### src/rtl/clint_pkg.sv
// clint_pkg: address map, FSM states and byte-merge helper shared by the clint_timer files
package clint_pkg;

    localparam logic [15:0] CLINT_MSIP     = 16'h0000;
    localparam logic [15:0] CLINT_MTIMECMP = 16'h4000;
    localparam logic [15:0] CLINT_MTIME    = 16'hBFF8;

    typedef enum logic [0:0] {
        IDLE = 1'b0,
        RESP = 1'b1
    } state_t;

    function automatic logic [63:0] merge_bytes(
        input logic [63:0] old_val,
        input logic [63:0] new_val,
        input logic [7:0]  mask
    );
        logic [63:0] res;
        for (int i = 0; i < 8; i++)
            res[i*8 +: 8] = mask[i] ? new_val[i*8 +: 8] : old_val[i*8 +: 8];
        return res;
    endfunction

endpackage

### src/rtl/clint_timer_if.sv
// clint_timer_if: LSU request/response channel into the CLINT
//   master (LSU): req_valid, req_wen, req_addr[15:0], req_wdata[63:0], req_wmask[7:0], resp_ready
//   slave (CLINT): req_ready, resp_valid, resp_rdata[63:0], resp_err
interface clint_timer_if;

    logic        req_valid;
    logic        req_ready;
    logic        req_wen;
    logic [15:0] req_addr;
    logic [63:0] req_wdata;
    logic [7:0]  req_wmask;
    logic        resp_valid;
    logic        resp_ready;
    logic [63:0] resp_rdata;
    logic        resp_err;

    modport master (
        output req_valid, req_wen, req_addr, req_wdata, req_wmask, resp_ready,
        input  req_ready, resp_valid, resp_rdata, resp_err
    );

    modport slave (
        input  req_valid, req_wen, req_addr, req_wdata, req_wmask, resp_ready,
        output req_ready, resp_valid, resp_rdata, resp_err
    );

endinterface

### src/rtl/clint_prescaler.sv
// clint_prescaler: divides clk by TICK_DIV, pulsing tick once per period
//   clk, rst (async, active-high) in; tick out (high when count == TICK_DIV-1)
module clint_prescaler #(
    parameter int TICK_DIV = 1
) (
    input  logic clk,
    input  logic rst,
    output logic tick
);

    localparam int CW = TICK_DIV > 1 ? $clog2(TICK_DIV) : 1;

    logic [CW-1:0] cnt;

    assign tick = cnt == CW'(TICK_DIV - 1);

    always_ff @(posedge clk or posedge rst)
        if (rst) cnt <= '0;
        else     cnt <= tick ? '0 : cnt + 1'b1;

endmodule

### src/rtl/clint_timer.sv
// clint_timer: memory-mapped mtime/mtimecmp/msip block driving mtip/msip to the CSR unit
//   clk, rst (async, active-high)
//   bus   : clint_timer_if.slave request/response channel from the LSU
//   mtip  : out, mtime >= mtimecmp (unsigned)
//   msip  : out, software interrupt bit
//   Build option CLINT_WMASK_EN: honour req_wmask per byte on writes.
module clint_timer
    import clint_pkg::*;
#(
    parameter int          TICK_DIV  = 1,
    parameter logic [63:0] MTIME_RST = 64'd0
) (
    input  logic         clk,
    input  logic         rst,
    clint_timer_if.slave bus,
    output logic         mtip,
    output logic         msip
);

    state_t      state;
    logic [63:0] mtime;
    logic [63:0] mtimecmp;
    logic        msip_q;
    logic [63:0] rdata_q;
    logic        err_q;
    logic        tick;
    logic        accept;
    logic        wr;
    logic [15:0] word_addr;
    logic        hit_msip;
    logic        hit_cmp;
    logic        hit_mtime;
    logic        hit;
    logic [7:0]  wmask;
    logic        mtime_wr;
    logic [63:0] rd_data;

    clint_prescaler #(.TICK_DIV(TICK_DIV)) u_prescaler (
        .clk  (clk),
        .rst  (rst),
        .tick (tick)
    );

    always_comb begin
        accept    = state == IDLE && bus.req_valid;
        wr        = accept && bus.req_wen;
        word_addr = bus.req_addr & 16'hFFF8;
        hit_msip  = word_addr == CLINT_MSIP;
        hit_cmp   = word_addr == CLINT_MTIMECMP;
        hit_mtime = word_addr == CLINT_MTIME;
        hit       = hit_msip || hit_cmp || hit_mtime;
`ifdef CLINT_WMASK_EN
        wmask     = bus.req_wmask;
`else
        // every byte lane is written regardless of the mask
        wmask     = bus.req_wmask | 8'hFF;
`endif
        // an all-zero mask is a no-op write, so the tick is not suppressed
        mtime_wr  = wr && hit_mtime && |wmask;
        rd_data   = hit_msip  ? {63'd0, msip_q} :
                    hit_cmp   ? mtimecmp :
                    hit_mtime ? mtime : 64'd0;
    end

    assign bus.req_ready  = state == IDLE;
    assign bus.resp_valid = state == RESP;
    assign bus.resp_rdata = rdata_q;
    assign bus.resp_err   = err_q;
    assign mtip           = mtime >= mtimecmp;
    assign msip           = msip_q;

    always_ff @(posedge clk or posedge rst) begin
        if (rst) begin
            state    <= IDLE;
            mtime    <= MTIME_RST;
            mtimecmp <= '1;
            msip_q   <= 1'b0;
            rdata_q  <= '0;
            err_q    <= 1'b0;
        end else begin
            // a write beats the tick; the prescaler itself keeps counting
            mtime <= mtime_wr ? merge_bytes(mtime, bus.req_wdata, wmask) :
                     tick     ? mtime + 64'd1 : mtime;
            if (wr && hit_cmp)
                mtimecmp <= merge_bytes(mtimecmp, bus.req_wdata, wmask);
            if (wr && hit_msip && wmask[0])
                msip_q <= bus.req_wdata[0];
            if (accept) begin
                state   <= RESP;
                rdata_q <= bus.req_wen ? 64'd0 : rd_data;
                err_q   <= !hit;
            end else if (state == RESP && bus.resp_ready) begin
                state <= IDLE;
            end
        end
    end

endmodule

### src/flat_wrapper.sv
// flat-port wrapper written by rule: the top's interface ports become plain ports
module clint_timer_flat import clint_pkg::*;
#(
    parameter int          TICK_DIV  = 1,
    parameter logic [63:0] MTIME_RST = 64'd0
)
  (clk, rst, mtip, msip, bus_req_valid, bus_req_wen, bus_req_addr, bus_req_wdata, bus_req_wmask, bus_resp_ready, bus_req_ready, bus_resp_valid, bus_resp_rdata, bus_resp_err);
  clint_timer_if bus_i ();
  input  logic clk;
  input  logic rst;
  output logic mtip;
  output logic msip;
  input wire logic [$bits(bus_i.req_valid)-1:0] bus_req_valid;
  input wire logic [$bits(bus_i.req_wen)-1:0] bus_req_wen;
  input wire logic [$bits(bus_i.req_addr)-1:0] bus_req_addr;
  input wire logic [$bits(bus_i.req_wdata)-1:0] bus_req_wdata;
  input wire logic [$bits(bus_i.req_wmask)-1:0] bus_req_wmask;
  input wire logic [$bits(bus_i.resp_ready)-1:0] bus_resp_ready;
  output wire logic [$bits(bus_i.req_ready)-1:0] bus_req_ready;
  output wire logic [$bits(bus_i.resp_valid)-1:0] bus_resp_valid;
  output wire logic [$bits(bus_i.resp_rdata)-1:0] bus_resp_rdata;
  output wire logic [$bits(bus_i.resp_err)-1:0] bus_resp_err;
  assign bus_i.req_valid = bus_req_valid;
  assign bus_i.req_wen = bus_req_wen;
  assign bus_i.req_addr = bus_req_addr;
  assign bus_i.req_wdata = bus_req_wdata;
  assign bus_i.req_wmask = bus_req_wmask;
  assign bus_i.resp_ready = bus_resp_ready;
  assign bus_req_ready = bus_i.req_ready;
  assign bus_resp_valid = bus_i.resp_valid;
  assign bus_resp_rdata = bus_i.resp_rdata;
  assign bus_resp_err = bus_i.resp_err;
  clint_timer #(.TICK_DIV(TICK_DIV), .MTIME_RST(MTIME_RST)) u_core (.clk(clk), .rst(rst), .bus(bus_i), .mtip(mtip), .msip(msip));
endmodule
### config.mk
export PLATFORM = sky130hd
export DESIGN_NAME = clint_timer_flat
export DESIGN_NICKNAME = d
export VERILOG_FILES = /design/src/rtl/clint_pkg.sv /design/src/rtl/clint_timer_if.sv /design/src/rtl/clint_prescaler.sv /design/src/rtl/clint_timer.sv /design/src/flat_wrapper.sv
export SDC_FILE = /design/constraint.sdc
export NUM_CORES = 1
export LEC_CHECK = 0
export CAP_MARGIN = 5
export CELL_PAD_IN_SITES_DETAIL_PLACEMENT = 0
export CELL_PAD_IN_SITES_GLOBAL_PLACEMENT = 2
export CORE_MARGIN = 2
export CORE_UTILIZATION = 31
export CTS_BUF_LIST = sky130_fd_sc_hd__clkbuf_4
export CTS_CLUSTER_DIAMETER = 80
export DETAILED_ROUTE_END_ITERATION = 8
export PLACE_DENSITY_LB_ADDON = 0.08
export SETUP_SLACK_MARGIN = 0.05
export SLEW_MARGIN = 20
export SYNTH_ARGS = -nofsm -noshare
export SYNTH_HDL_FRONTEND = slang
export SYNTH_SLANG_ARGS = --single-unit
export TNS_END_PERCENT = 50
### constraint.sdc
create_clock -name clk -period 6.05 [get_ports clk]
set_input_delay 1.21 -clock clk [delete_from_list [all_inputs] [get_ports clk]]
set_output_delay 1.21 -clock clk [all_outputs]
set_load 0.01 [all_outputs]
## Yosys cells after proc, flatten, opt, wreduce, memory -nomap -nowiden

Index checks and enable logic that the tools add are counted.

- Register bits: 196
- Input bits: 93
- Logic and storage cells: 34

- Add/subtract/negate cells: 2
- Order comparisons: 1
- Eq/ne operators: 3
- Multiplexer cells: 9
- Bitwise operators: 1
- Reduce and logical (&&, ||, !) cells: 11

Operators by type and width:

| kind | count |
|---|---|
| 64-bit 2-to-1 mux | 6 |
| 64-bit by 1-bit adder with 64-bit output, second input constant | 1 |
| 64-bit >= comparator | 1 |
| 16-bit zero test | 1 |
| 13-bit by 12-bit equality test with 1-bit output, second input constant | 1 |
| 13-bit equality test, second input constant | 1 |
| 1-bit logical AND | 6 |
| 1-bit 2-to-1 mux | 3 |
| 1-bit logical OR | 2 |
| 2-bit by 1-bit inequality test with 1-bit output, second input constant | 1 |
| 2-bit nonzero test | 1 |
| 1-bit adder, second input constant | 1 |
| 1-bit zero test | 1 |
| 1-bit inverter | 1 |

## Logic depth before layout (Yosys ltp)

Gate-level depths: netlist of run 1.

- Word-level depth: 5
- Depth in mapped cells: 10
- Gate-level depth less buffers: 9

## Hierarchy

From an unflattened synthesis of run 1, not the netlist that was laid out.

- Cell total of the unflattened synthesis: 1191
- Area, all modules: 10531.4 µm²

By module, submodules not included:

| module | times used | cells each | area each (µm²) | sequential area each (µm²) |
|---|---|---|---|---|
| clint_timer | 1 | 1189 | 10520.1 | 4959.8 |
| clint_prescaler | 1 | 2 | 11.3 | 0.0 |

## Worst setup path before layout of run 1

No wires, ideal clock.

- Path kind: reg-to-output
- Start: register u_core.mtimecmp[5]
- End: output port mtip
- Arrival: 2.099 ns
- Path slack: 2.741 ns
- Cell stages (with the launch flop): 10
- Buffers on the path: 0
- Cell sequence: dfstp_2 inv_1 ha_1 nand2_1 or3_1 o221ai_1 a211oi_1 nor4b_1 a211oi_1 o21ai_0

- Longest elaborated chain between the ends: 1

Ends and longest elaborated chain:

| element | line | text |
|---|---|---|
| start: declaration | clint_timer.sv:22 | `logic [63:0] mtimecmp;` |
| start signal: assignment | clint_timer.sv:85 | `mtimecmp <= merge_bytes(mtimecmp, bus.req_wdata, wmask);` |
| 64-bit >= comparator | clint_timer.sv:69 | `assign mtip = mtime >= mtimecmp;` |
| end: declaration | flat_wrapper.sv:11 | `output logic mtip;` |

No other way between the ends.

## Worst setup path after layout of run 1

- Start: register u_core.mtimecmp[7]
- End: output port mtip

The elaborated chain is that of the path after synthesis.

==> results.toml, run 1 <==
[clock_tree]
cts_max_level = 4
clk_latency_ns = 0.62
cts_root_buf = "clkbuf_4"
cts_sinks = 195
cts_setup_buffers = 0
hold_buffers = 0
cts_inserted_buffers = 17
cts-root-to-sink-buffers = 2
cts.repair.resized = 0
tritoncts = "yes"
clkTransAtPathRegs_ns = 0.15

[setup_path]
cp.required_ns = 4.84
critPathCaptureType = "output port"
crit_type = "reg -> out"
worstPathArrival_ns = 3.69
critPathMaxFanout = 2
critical_path.startpoint_type = "flip-flop"

[power_and_ir_drop]
ir_drop_mv = 0.106
p_total_mw = 2.19
power_density_nw_per_um2 = 176
total_leakage_power_nw = 5.48

[cells_and_area]
final_area_um2 = 12400
fill_cells = 3427
area_delta_synth_final_pct = 21.2
multi_input_area_um2 = 4830
regArea_um2 = 4960
post_route_cells_drive_above_1_share_pct = 9.71
nets = 1391

[yosys]
yosys_register_bits = 195
synth_cells = 1115
ys_async_sr_fraction_pct = 100
syn_avg_cell_area_um2 = 9.19
synth.distinct_cells = 41
yosys.cell_count.top_type = "nand2_1"
syn_area_um2 = 10300
synth_top_cell_area_share_pct = 32.0
ys_top_cells_by_count = "168 x nand2_1, 133 x o21ai_0, 131 x dfrtp_1"
yosysTopAreaCell = "dfrtp_1"
syn-num-nets = 1273
synth_edf_count = 0
synth_flop_cell = "dfrtp_1"
yosys_warnings = 0
ys_top_cells_by_area = "dfrtp_1 32%, dfstp_2 16%, ha_1 7.9%"
seq_area_frac_synth_pct = 48.4

[hold_path]
hp-class = "reg -> reg"

[placed_design]
portBuffers = 150
pre_cts_ws_ns = 1.70
place.gp.congestion = 0.748
hpwl_um = 19600
placed_area_um2 = 12200

[sta]
whs_ns = 0.494
fmax_ghz = 0.204
setup_slack_ns = 1.15
worst_pin_slew_ns = 0.965
fin_crit_ns = 4.90
rsz0062_at_grt = "false"
hold_violations = 0
fin_skew_ns = 0.0227
setup_tns_ns = 0
post-route-period-util_pct = 81.0
slew_headroom_pct = 35.7
slew_violations = 0
finalSetupViolCount = 0

[grt]
grt_pass1_wl_um = 47700
antenna_found_initial = 2
grt_max_degree = 119
grt_usage_pct = 18.1
overflow = 0
grt_pass1_vias = 8249

[job]
drv_cap = 0

[drt]
wl_per_cell_um = 17.6
drt_wl_total_um = 29700
drt_iter0_markers = 447
drc = 0
routed_via_density = 4.82
vias = 8151
drt_pass1_iterations = 5
drtAntennaViolNets = 0

[outcome]
status = "finished clean"

[floorplanning]
die_w_um = 186
core_um2 = 32500
start_util_pct = 31.5
die_h_um = 186
std_cell_rows = 66
io_pins = 162
dieArea_um2 = 34500
## cell usage in the layout, fill, tap and decap left out, drive strengths merged, types with 2 or more instances in the layout
cell type / count
nor4: 5
a21oi: 84
or3: 3
nand3: 28
xor2: 38
a22oi: 64
nand4: 27
o21ai: 133
a211oi: 4
clkinv: 12
buf: 9
diode: 2
nor2: 78
mux2: 7
inv: 66
nor3: 3
and2: 5
nand2: 168
dfstp: 64
o31ai: 3
xnor2: 24
a21o: 12
clkinvlp: 2
dfrtp: 131
clkbuf: 18
nor2b: 3
ha: 65
nor4b: 2
clkdlybuf4s50: 150
and3: 19
and4: 10
## layout make-up
type,count,area share (%)
sequential,195,39.9
multi-input combinational,793,38.8
timing repair buffer,159,12.8
tap,442,4.45
inverter,67,2.05
clock buffer,18,1.09
clock inverter,14,0.775
antenna,2,0.0403
## critical path, stage by stage, from the launching register on
cell	delay, ns
dfstp_2	0.56
inv_1	0.05
ha_1	0.29
nand2_1	0.07
or3_1	0.30
o221ai_1	0.31
a211oi_1	0.16
nor4b_1	0.30
a211oi_1	0.11
o21ai_0	0.32
clkdlybuf4s50_1	0.60
## power by group
part           switching [mW]  total [mW]  leakage (nW)  internal (mW)
combinational          0.0986       0.179          3.00         0.0809
sequential             0.0292        1.35          2.34           1.32
clock                   0.462       0.660         0.135          0.198
total                   0.589        2.19          5.48           1.60
## stage by stage
stage,utilization (%),std cells
final,38.2,1690
after global routing,38.2,1689
after CTS,38.2,1688
after detailed placement,37.5,1656
after global placement,37.5,1656
after floorplan,-,1115
## per-layer routing
metal	up-vias	global-route usage (%)	routed length, um	part of all wire [%]
li1	4105	-	-	-
met1	3907	26.2	15100	51
met2	124	28.2	13300	45
met3	15	2.90	975	3.3
met4	0	4.35	306	1.0
met5	-	0	0	0
## final timing paths
check	start	cells after the start	endpoint	slack [ns]
setup / recovery	u_core.mtimecmp[7]	10	mtip	1.15
hold / removal	u_core.bus.resp_rdata[41]	2	u_core.bus.resp_rdata[41]	0.49
setup reg to reg	u_core.mtime[10]	7	u_core.mtime[57]	3.28
hold reg to reg	u_core.bus.resp_rdata[41]	2	u_core.bus.resp_rdata[41]	0.49
max in group asynchronous	rst	3	u_core.bus.resp_rdata[61]	3.95
min in group asynchronous	rst	2	u_core.bus.resp_rdata[34]	1.00
## flip-flops by register name, summed over array words and instances, names as in the netlist
name and flops:
u_core.bus.resp_err 1, u_core.bus.resp_rdata 64, u_core.bus.resp_valid 1, u_core.msip 1
u_core.mtime 64, u_core.mtimecmp 64
## cells by family after synthesis
family                     count (synthesis)  share of synthesized area, %
DFF                                      195                          48.4
muxes                                      7                         0.769
xor gates and xnor gates                  62                          5.30
buffers and inverters                    127                          4.81
and+or+nand+nor                          354                          15.8
AOI/OAI and AO/OA                        305                          17.1
adders and majority gates                 65                          7.93
Power figures use the tool's default switching activity.
==> run 2, diff against run 1 <==
--- a/config.mk
+++ b/config.mk
@@ -9,7 +9,7 @@
 export CELL_PAD_IN_SITES_DETAIL_PLACEMENT = 0
 export CELL_PAD_IN_SITES_GLOBAL_PLACEMENT = 2
 export CORE_MARGIN = 2
-export CORE_UTILIZATION = 31
+export CORE_UTILIZATION = 34
 export CTS_BUF_LIST = sky130_fd_sc_hd__clkbuf_4
 export CTS_CLUSTER_DIAMETER = 80
 export DETAILED_ROUTE_END_ITERATION = 8
==> constraint.sdc (replaced) <==
create_clock -name clk -period 5.1 [get_ports clk]
set_input_delay 1.02 -clock clk [delete_from_list [all_inputs] [get_ports clk]]
set_output_delay 1.02 -clock clk [all_outputs]
set_load 0.01 [all_outputs]
==> run 2 against run 1 <==
Against the previous run:
- hold slack better by 0.0019 ns
- non-clock buffer count grew 4
- final area hardly changed
- cell count fell by 2.8%
- clock-buffer cell count is 3 higher
- critical path type unchanged
- largest cell class unchanged
==> results.toml, run 2 (synthesis gave the netlist of run 1 again) <==
[hold_path]
worstHoldStart = "u_core.bus.resp_rdata[6]"
hp-class = "reg -> reg"
min_to = "u_core.bus.resp_rdata[6]"
min_path_cells = 2

[sta]
rsz0062_at_grt = "false"
slew_headroom_pct = 36.9
post-route-period-util_pct = 94.7
fin_crit_ns = 4.83
worst_pin_slew_ns = 0.947
slew_violations = 0
setup_tns_ns = 0
finalSetupViolCount = 0
hold_violations = 0
fmax_ghz = 0.207
fin_skew_ns = 0.0347

[clock_tree]
clkTransAtPathRegs_ns = 0.17
cts_sinks = 195
cts_max_level = 4
tritoncts = "yes"
clk_latency_ns = 0.62
cts_setup_buffers = 0
cts_root_buf = "clkbuf_4"
cts-root-to-sink-buffers = 2
cts_inserted_buffers = 17

[placed_design]
hpwl_um = 19300
portBuffers = 150
placed_cells_incl_taps = 1608
place.gp.congestion = 0.772

[floorplanning]
io_pins = 162
dieArea_um2 = 31600
start_util_pct = 34.6
std_cell_rows = 63
core_um2 = 29600
die_w_um = 178
die_h_um = 178

[cells_and_area]
final_cell_mix = "167 x nand2_1, 150 x clkdlybuf4s50_1, 133 x o21ai_0"
area_delta_synth_final_pct = 21.2
nets = 1395
post_route_cells_drive_above_1_share_pct = 10.4
fin_cells = 1642
fill_cells = 3089
final_common_cell = "nand2_1"

[drt]
drt_pass1_iterations = 5
drt_iter0_markers = 486
wl_per_cell_um = 17.5
vias = 8220
routed_via_density = 5.01
drc = 0
drt_wl_total_um = 28800
drtAntennaViolNets = 0

[power_and_ir_drop]
ir_drop_mv = 0.134
total_leakage_power_nw = 5.49
power_density_nw_per_um2 = 215

[grt]
antenna_found_initial = 1
grt_pass1_wl_um = 47100
grt_max_degree = 92
grt_usage_pct = 19.3
grt_pass1_vias = 8364
overflow = 0

[outcome]
status = "finished clean"

[setup_path]
critPathMaxFanout = 2
timing.rr.start = "u_core.mtime[0]"
r2r_setup_slack_ns = 2.37
r2r-end = "u_core.mtime[44]"
critical_path.startpoint_type = "flip-flop"
cp.required_ns = 4.08
crit_type = "reg -> out"
r2r_cells = 8
worstPathArrival_ns = 3.81
critPathCaptureType = "output port"

[job]
drv_cap = 0
run 2: cell count changes in the layout (fill, tap and decap cells not counted), moves of 2 or more:
cell	delta
clkbuf_4	+3
clkinv_2	-7
inv_6	+2
clkinv_1	-3
clkinvlp_4	+4
buf_4	+5
run 2: layout make-up:
cell class              count  area [um2]  share of cell area, %
diodes                      2        5.00                 0.0403
clock buffers              21         158                   1.27
clock inverters            11         106                  0.856
inverters                  67         255                   2.05
multi-input cells         793        4840                   39.0
flip-flops and latches    195        4960                   39.9
well taps                 390         488                   3.93
repair buffers            163        1610                   13.0
run 2: routing by layer:
layer	vias up	track usage, %	wire length [um]
met5	-	0	0
met4	0	4.13	284
met3	18	2.87	817
met2	129	31.7	13600
met1	3962	26.9	14100
li1	4111	-	-
run 2: critical path, stage by stage (launching register included):
cell and delay, ns:
dfstp_2 0.56, inv_1 0.05, ha_1 0.30, a211o_1 0.29
a31oi_1 0.18, o221ai_1 0.25, a211oi_2 0.35, nor4b_2 0.12
a211oi_1 0.40, o21ai_0 0.16, clkdlybuf4s50_1 0.54
run 2: report_power, final:
group          switching (mW)  internal (mW)  total, mW
combinational           0.118         0.0970      0.215
sequential             0.0331           1.57       1.60
clock                   0.580          0.266      0.845
run 2: through the flow:
stage               power [mW]  setup slack (ns)  utilization (%)  hold WS, ns  cell area (um2)
finish                    2.66             0.271             41.9        0.496            12400
global route              2.79             0.143             41.9        0.526            12400
CTS                       2.71             0.100             41.9        0.504            12400
detailed placement        1.85             0.777             41.0        0.470            12100
global placement          1.85             0.772             41.0        0.461            12100
floorplan                 1.71              1.61                -        0.481            10300
run 2: repair_timing:
item | 4_1_cts | 5_1_grt
gates resized for setup | 1 | 1
hold buffers | 0 | 0
endpoints found under the hold margin | 0 | 0
endpoints found under the setup margin | 1 | 1
gates cloned | 0 | 0
run 2: worst max-delay path by stage:
stage | from | end | slack, ns | cells after the start
floorplan | rst | u_core.bus.resp_err | 1.61 | 1
global placement | u_core.mtimecmp[5] | mtip | 0.77 | 10
detailed placement | u_core.mtimecmp[5] | mtip | 0.78 | 10
CTS | u_core.mtimecmp[2] | mtip | 0.10 | 10
global route | u_core.mtimecmp[2] | mtip | 0.14 | 10
finish | u_core.mtimecmp[2] | mtip | 0.27 | 10
